--- src/rtl/ttt_pkg.sv ---
// Shared types and constants for the tic-tac-toe move controller.
// Board cells are indexed row-major: idx = 3*row + col.
package ttt_pkg;

    localparam int NUM_CELLS = 9;
    localparam int IDX_W     = 4;

    localparam logic P0 = 1'b0;
    localparam logic P1 = 1'b1;

    typedef enum logic [2:0] {
        ST_CLEAR,
        ST_IDLE,
        ST_WRITE,
        ST_CHECK,
        ST_DONE
    } state_t;

    // Three rows, three columns, two diagonals.
    localparam logic [0:7][0:2][IDX_W-1:0] WIN_LINES = '{
        '{4'd0, 4'd1, 4'd2},
        '{4'd3, 4'd4, 4'd5},
        '{4'd6, 4'd7, 4'd8},
        '{4'd0, 4'd3, 4'd6},
        '{4'd1, 4'd4, 4'd7},
        '{4'd2, 4'd5, 4'd8},
        '{4'd0, 4'd4, 4'd8},
        '{4'd2, 4'd4, 4'd6}
    };

    // One-hot cell mask; empty for indices off the board.
    function automatic logic [NUM_CELLS-1:0] cell_mask(
        input logic [IDX_W-1:0] idx
    );
        logic [NUM_CELLS-1:0] m;
        m = '0;
        for (int i = 0; i < NUM_CELLS; i++) begin
            if (idx == IDX_W'(i)) m[i] = 1'b1;
        end
        return m;
    endfunction

endpackage

--- src/rtl/ttt_move_ctrl_if.sv ---
// Player-move handshake between the input front end and the controller.
// The front end is the master; the controller is the slave.
interface ttt_move_ctrl_if;
    import ttt_pkg::*;

    logic             new_game;
    logic             move_valid;
    logic [IDX_W-1:0] move_idx;
    logic             move_ready;
    logic             move_ack;
    logic             move_err;

    modport master (
        output new_game,
        output move_valid,
        output move_idx,
        input  move_ready,
        input  move_ack,
        input  move_err
    );

    modport slave (
        input  new_game,
        input  move_valid,
        input  move_idx,
        output move_ready,
        output move_ack,
        output move_err
    );

endinterface

--- src/rtl/ttt_win_detect.sv ---
// Combinational line/fullness check over the board read-back.
// Shared with the display/score logic.
module ttt_win_detect
    import ttt_pkg::*;
(
    input  logic [NUM_CELLS-1:0] cell_valid,
    input  logic [NUM_CELLS-1:0] cell_symbol,
    output logic                 win,
    output logic                 win_symbol,
    output logic                 full
);

    // Scan every line for three occupied cells holding one symbol.
    always_comb begin
        win        = 1'b0;
        win_symbol = 1'b0;
        for (int l = 0; l < 8; l++) begin
            if (cell_valid[WIN_LINES[l][0]] &&
                cell_valid[WIN_LINES[l][1]] &&
                cell_valid[WIN_LINES[l][2]] &&
                (cell_symbol[WIN_LINES[l][0]] == cell_symbol[WIN_LINES[l][1]]) &&
                (cell_symbol[WIN_LINES[l][1]] == cell_symbol[WIN_LINES[l][2]])) begin
                win        = 1'b1;
                win_symbol = cell_symbol[WIN_LINES[l][0]];
            end
        end
        full = &cell_valid;
    end

endmodule

--- src/rtl/ttt_move_ctrl.sv ---
// Move controller: validates moves, writes cells, alternates turns
// and latches the game result.
module ttt_move_ctrl
    import ttt_pkg::*;
(
    input  logic                 clk,
    input  logic                 reset,
    ttt_move_ctrl_if.slave       mv,
    output logic [NUM_CELLS-1:0] cell_set,
    output logic                 cell_set_symbol,
    output logic                 cell_reset,
    input  logic [NUM_CELLS-1:0] cell_valid,
    input  logic [NUM_CELLS-1:0] cell_symbol,
    output logic                 turn,
    output logic                 game_over,
    output logic                 winner_valid,
    output logic                 winner,
    output logic                 draw
);

    state_t           state, state_nx;
    logic [IDX_W-1:0] idx_q, idx_nx;
    logic             turn_nx, ack_nx, err_nx;
    logic             over_nx, winv_nx, win_nx, draw_nx;
    logic             win, win_symbol, full, win_now;
    logic             bad_move;

    ttt_win_detect u_win (
        .cell_valid  (cell_valid),
        .cell_symbol (cell_symbol),
        .win         (win),
        .win_symbol  (win_symbol),
        .full        (full)
    );

    // Only the player who just moved can have completed a line.
    assign win_now  = win && (win_symbol == turn);
    assign bad_move = (mv.move_idx >= IDX_W'(NUM_CELLS)) ||
                      (|(cell_valid & cell_mask(mv.move_idx)));

    // Cell strobes; a write never overlaps a clear.
    assign cell_reset      = reset || (state == ST_CLEAR);
    assign cell_set        = (state == ST_WRITE && !reset) ?
                             cell_mask(idx_q) : '0;
    assign cell_set_symbol = (state == ST_WRITE) ? turn : 1'b0;
    assign mv.move_ready   = (state == ST_IDLE);

    // Next-state and next-output decode.
    always_comb begin
        state_nx = state;
        idx_nx   = idx_q;
        turn_nx  = turn;
        ack_nx   = 1'b0;
        err_nx   = 1'b0;
        over_nx  = game_over;
        winv_nx  = winner_valid;
        win_nx   = winner;
        draw_nx  = draw;
        unique case (state)
            ST_CLEAR: begin
                turn_nx  = P0;
                over_nx  = 1'b0;
                winv_nx  = 1'b0;
                win_nx   = 1'b0;
                draw_nx  = 1'b0;
                state_nx = ST_IDLE;
            end
            ST_IDLE: begin
                if (mv.new_game) begin
                    state_nx = ST_CLEAR;
                end else if (mv.move_valid) begin
                    if (bad_move) begin
                        err_nx = 1'b1;
                    end else begin
                        idx_nx   = mv.move_idx;
                        state_nx = ST_WRITE;
                    end
                end
            end
            ST_WRITE: begin
                state_nx = ST_CHECK;
            end
            ST_CHECK: begin
                if (win_now) begin
                    winv_nx  = 1'b1;
                    win_nx   = turn;
                    over_nx  = 1'b1;
                    state_nx = ST_DONE;
                end else if (full) begin
                    draw_nx  = 1'b1;
                    over_nx  = 1'b1;
                    state_nx = ST_DONE;
                end else begin
                    turn_nx  = ~turn;
                    ack_nx   = 1'b1;
                    state_nx = ST_IDLE;
                end
            end
            ST_DONE: begin
                if (mv.new_game) begin
                    state_nx = ST_CLEAR;
                end else if (mv.move_valid) begin
                    err_nx = 1'b1;
                end
            end
            default: begin
                state_nx = ST_CLEAR;
            end
        endcase
    end

    // State and registered outputs.
    always_ff @(posedge clk) begin
        if (reset) begin
            state        <= ST_CLEAR;
            idx_q        <= '0;
            turn         <= P0;
            mv.move_ack  <= 1'b0;
            mv.move_err  <= 1'b0;
            game_over    <= 1'b0;
            winner_valid <= 1'b0;
            winner       <= 1'b0;
            draw         <= 1'b0;
        end else begin
            state        <= state_nx;
            idx_q        <= idx_nx;
            turn         <= turn_nx;
            mv.move_ack  <= ack_nx;
            mv.move_err  <= err_nx;
            game_over    <= over_nx;
            winner_valid <= winv_nx;
            winner       <= win_nx;
            draw         <= draw_nx;
        end
    end

endmodule

--- src/flat_wrapper.sv ---
// flat-port wrapper written by rule: the top's interface ports become plain ports
module ttt_move_ctrl_flat import ttt_pkg::*;
  (clk, reset, cell_set, cell_set_symbol, cell_reset, cell_valid, cell_symbol, turn, game_over, winner_valid, winner, draw, mv_new_game, mv_move_valid, mv_move_idx, mv_move_ready, mv_move_ack, mv_move_err);
  ttt_move_ctrl_if mv_i ();
  input  logic clk;
  input  logic reset;
  output logic [NUM_CELLS-1:0] cell_set;
  output logic cell_set_symbol;
  output logic cell_reset;
  input  logic [NUM_CELLS-1:0] cell_valid;
  input  logic [NUM_CELLS-1:0] cell_symbol;
  output logic turn;
  output logic game_over;
  output logic winner_valid;
  output logic winner;
  output logic draw;
  input wire logic [$bits(mv_i.new_game)-1:0] mv_new_game;
  input wire logic [$bits(mv_i.move_valid)-1:0] mv_move_valid;
  input wire logic [$bits(mv_i.move_idx)-1:0] mv_move_idx;
  output wire logic [$bits(mv_i.move_ready)-1:0] mv_move_ready;
  output wire logic [$bits(mv_i.move_ack)-1:0] mv_move_ack;
  output wire logic [$bits(mv_i.move_err)-1:0] mv_move_err;
  assign mv_i.new_game = mv_new_game;
  assign mv_i.move_valid = mv_move_valid;
  assign mv_i.move_idx = mv_move_idx;
  assign mv_move_ready = mv_i.move_ready;
  assign mv_move_ack = mv_i.move_ack;
  assign mv_move_err = mv_i.move_err;
  ttt_move_ctrl u_core (.clk(clk), .reset(reset), .mv(mv_i), .cell_set(cell_set), .cell_set_symbol(cell_set_symbol), .cell_reset(cell_reset), .cell_valid(cell_valid), .cell_symbol(cell_symbol), .turn(turn), .game_over(game_over), .winner_valid(winner_valid), .winner(winner), .draw(draw));
endmodule
--- config.mk ---
export PLATFORM = sky130hd
export DESIGN_NAME = ttt_move_ctrl_flat
export DESIGN_NICKNAME = d
export VERILOG_FILES = /design/src/rtl/ttt_pkg.sv /design/src/rtl/ttt_move_ctrl_if.sv /design/src/rtl/ttt_win_detect.sv /design/src/rtl/ttt_move_ctrl.sv /design/src/flat_wrapper.sv
export SDC_FILE = /design/constraint.sdc
export NUM_CORES = 1
export LEC_CHECK = 0
export BUFFER_PORTS_ARGS = -buffer_cell sky130_fd_sc_hd__buf_2
export CORE_MARGIN = 1.5
export CORE_UTILIZATION = 39
export CTS_CLUSTER_DIAMETER = 40
export CTS_CLUSTER_SIZE = 12
export DETAILED_ROUTE_END_ITERATION = 10
export GPL_ROUTABILITY_DRIVEN = 0
export PLACE_DENSITY = 0.65
export SKIP_CTS_REPAIR_TIMING = 1
export SYNTH_ARGS = -nofsm -noshare
export SYNTH_HDL_FRONTEND = slang
export SYNTH_HIERARCHICAL = 1
export SYNTH_SLANG_ARGS = --single-unit
--- constraint.sdc ---
create_clock -name clk -period 4.1 [get_ports clk]
set_clock_uncertainty 0.1 [all_clocks]
set_input_delay 0.41 -clock clk [delete_from_list [all_inputs] [get_ports clk]]
set_output_delay 0.41 -clock clk [all_outputs]
set_load 0.005 [all_outputs]
==> impl_metrics.tcl <==
set metrics [dict create \
    critPathMaxStageDelay_ps 530 \
    avgRoutedWirePerCell_um 13.53 \
    clock.fmax_mhz 410.5 \
    post-route-min-period_ps 2436 \
    path_clk_slew_ps 80 \
    hold_violations 0 \
    synth_top_area_share_pct 22.54 \
    yosysSeqAreaShare_pct 22.54 \
    track_usage_pct 19.00 \
    synth_edf_count 0 \
    multiInputGateArea_um2 918.4 \
    vias_per_cell 5.778 \
    postPlaceCellArea_um2 1481 \
    slew_viol_final 0 \
    outcome "completed" \
    cts_max_level 1 \
    final.period_utilization_pct 59.42 \
    fp.dieH_um 59.47 \
    numPortBuffers 44 \
    hold_ws_ps 341.5 \
    yosysWarnings 6 \
    setup_viol 0 \
    max_slew_margin_pct 75.48 \
    core_um2 3053 \
    path_class "reg -> out" \
    start_kind "flop" \
    cts_buffers 3 \
    slowest_stage "or4b_4" \
    end_kind "output pin" \
    synthesis.nets 182 \
    vdd_drop_max_v 0.0001377 \
    synth_flop_cell "dfxtp_1" \
    rsz0062_at_grt "false" \
    grt_start_max_net_pins 16 \
    ys_top_cells_by_area "dfxtp_1 23%, a21oi_1 6.4%, nand2_1 4.5%" \
    clock_sinks 14 \
    worst_pin_slew_ps 366.5 \
    die-width_um 59.47 \
    first_pass_iters 4 \
    pre_cts_ws_ps 1434 \
    cts_tree "built" \
    grt_pass1_wl_mm 5.285 \
    nNetsFinal 226 \
    worst-path-buf-inv 1 \
    synth_cell_type_count 47 \
    clk_latency_ps 270 \
    crit_chain "or4b_4 > or3_4 > nor3_2 > buf_2" \
    setup_tns_ps 0 \
    fill_cells 310 \
    arrival_ps 1930 \
    ios 45 \
    hpwlAfterDp_mm 2.606 \
    ant_nets 0 \
    syn_inst 156 \
    leakage_nw 0.5880 \
    postLayoutCellArea_um2 1518 \
    root_buffer "clkbuf_4" \
    finalWorstSetupSlack_ps 1664 \
    required_ps 3590 \
    total_power_mw 0.3236 \
    synth-seq-cells 14 \
    syn_avg_cell_area_um2 7.972 \
    area_growth_pct 22.03 \
    seq_area_um2 280.3 \
    grt.overflow.total 0 \
    cts.path.max_buffers 2 \
    initial_core_util_pct 40.74 \
    async_flop_share_pct 0 \
    die-area_um2 3537 \
    post-route-drc-count 0 \
    routed_wirelength_mm 3.289 \
    crit_fanout 11 \
    synthesis.area_um2 1244 \
    grt_pass1_vias 1227 \
    yosysTopAreaCell "dfxtp_1" \
    first_iter_violations 53 \
    drv_cap 0 \
    final_common_cell "buf_2" \
    fp-row-count 20 \
    antenna_found_initial 0 \
    drive_gt1_share_pct 32.16 \
    antenna_cells 0 \
    path_delay_family "simple AND/OR/NAND/NOR gates" \
    vias 1404 \
    cellPowerDensity_nw_per_um2 213.2 \
    layout_common_cells "44 x buf_2, 16 x a21oi_1, 15 x nor2_1, 15 x nand2_1, 14 x dfxtp_1" \
    worstHoldPathType "in -> reg" \
]
[worst paths after layout]
check              startpoint               end  slack, ps  depth (start not counted)
max reg2reg       u_core/turn   u_core/state[0]       2450                          4
min               mv_new_game   u_core/state[2]        340                          3
min reg2reg  u_core/game_over  u_core/game_over        360                          2
max           u_core/state[1]       cell_set[0]       1660                          4
[per-layer routing]
metal	share of wire, %	routed length, µm	track usage [%]	vias up
met5	0	0	0	-
met4	0.64	21	4.870	0
met3	6.2	204	4.803	4
met2	47	1552	31.40	45
met1	46	1512	24.50	658
li1	-	-	-	697
[power by group]
part	switching (mW)	internal, mW
Clock	0.0430	0.0540
Combinational	0.0506	0.0345
Sequential	0.00338	0.138
[flip-flops by register name, indices dropped and copies added (netlist names)]
name	cells
u_core/draw	1
u_core/mv.move_ack	1
u_core/turn	1
u_core/winner_valid	1
u_core/mv.move_err	1
u_core/winner	1
u_core/state	3
u_core/idx_q	4
u_core/game_over	1
[cells in the mapped netlist, types with 3 or more instances]
cell,number
nand3_1,11
o21ai_0,4
nand4_1,7
o221ai_1,5
a31oi_1,3
dfxtp_1,14
a21oi_1,16
nor3_2,3
or3_1,7
nor2_1,15
nand2_1,15
mux2i_1,4
nand2b_1,6
o211ai_1,3
[tightest hold or removal path, stage by stage]
cell and delay [ps]:
buf_2 100, or4b_2 110, a21oi_1 50
[stage by stage]
stage               utilization [%]  instances
floorplan                         -        156
global route                  49.71        243
detailed placement            48.52        239
global placement              48.52        239
finish                        49.71        243
CTS                           49.71        243
[area by class of cell]
cell class / count / share of cell area (%)
inverter: 2 / 0.4946
tap: 44 / 3.627
clock buffer: 4 / 2.391
multi-input combinational: 135 / 60.51
timing repair buffer: 44 / 14.51
sequential: 14 / 18.47
[cells by family (layout without fill, tap and decap cells)]
logic type             after synthesis  after routing  share of synthesized area [%]
AO/OA/AOI/OAI                       45             45                          29.58
XOR/XNOR                             1              1                         0.7044
buffers and inverters                7             50                          3.622
flip-flops                          14             14                          22.54
multiplexers                         4              4                          3.219
AND/OR/NAND/NOR                     85             85                          40.34
No activity file was read; power rests on OpenSTA's default activity.
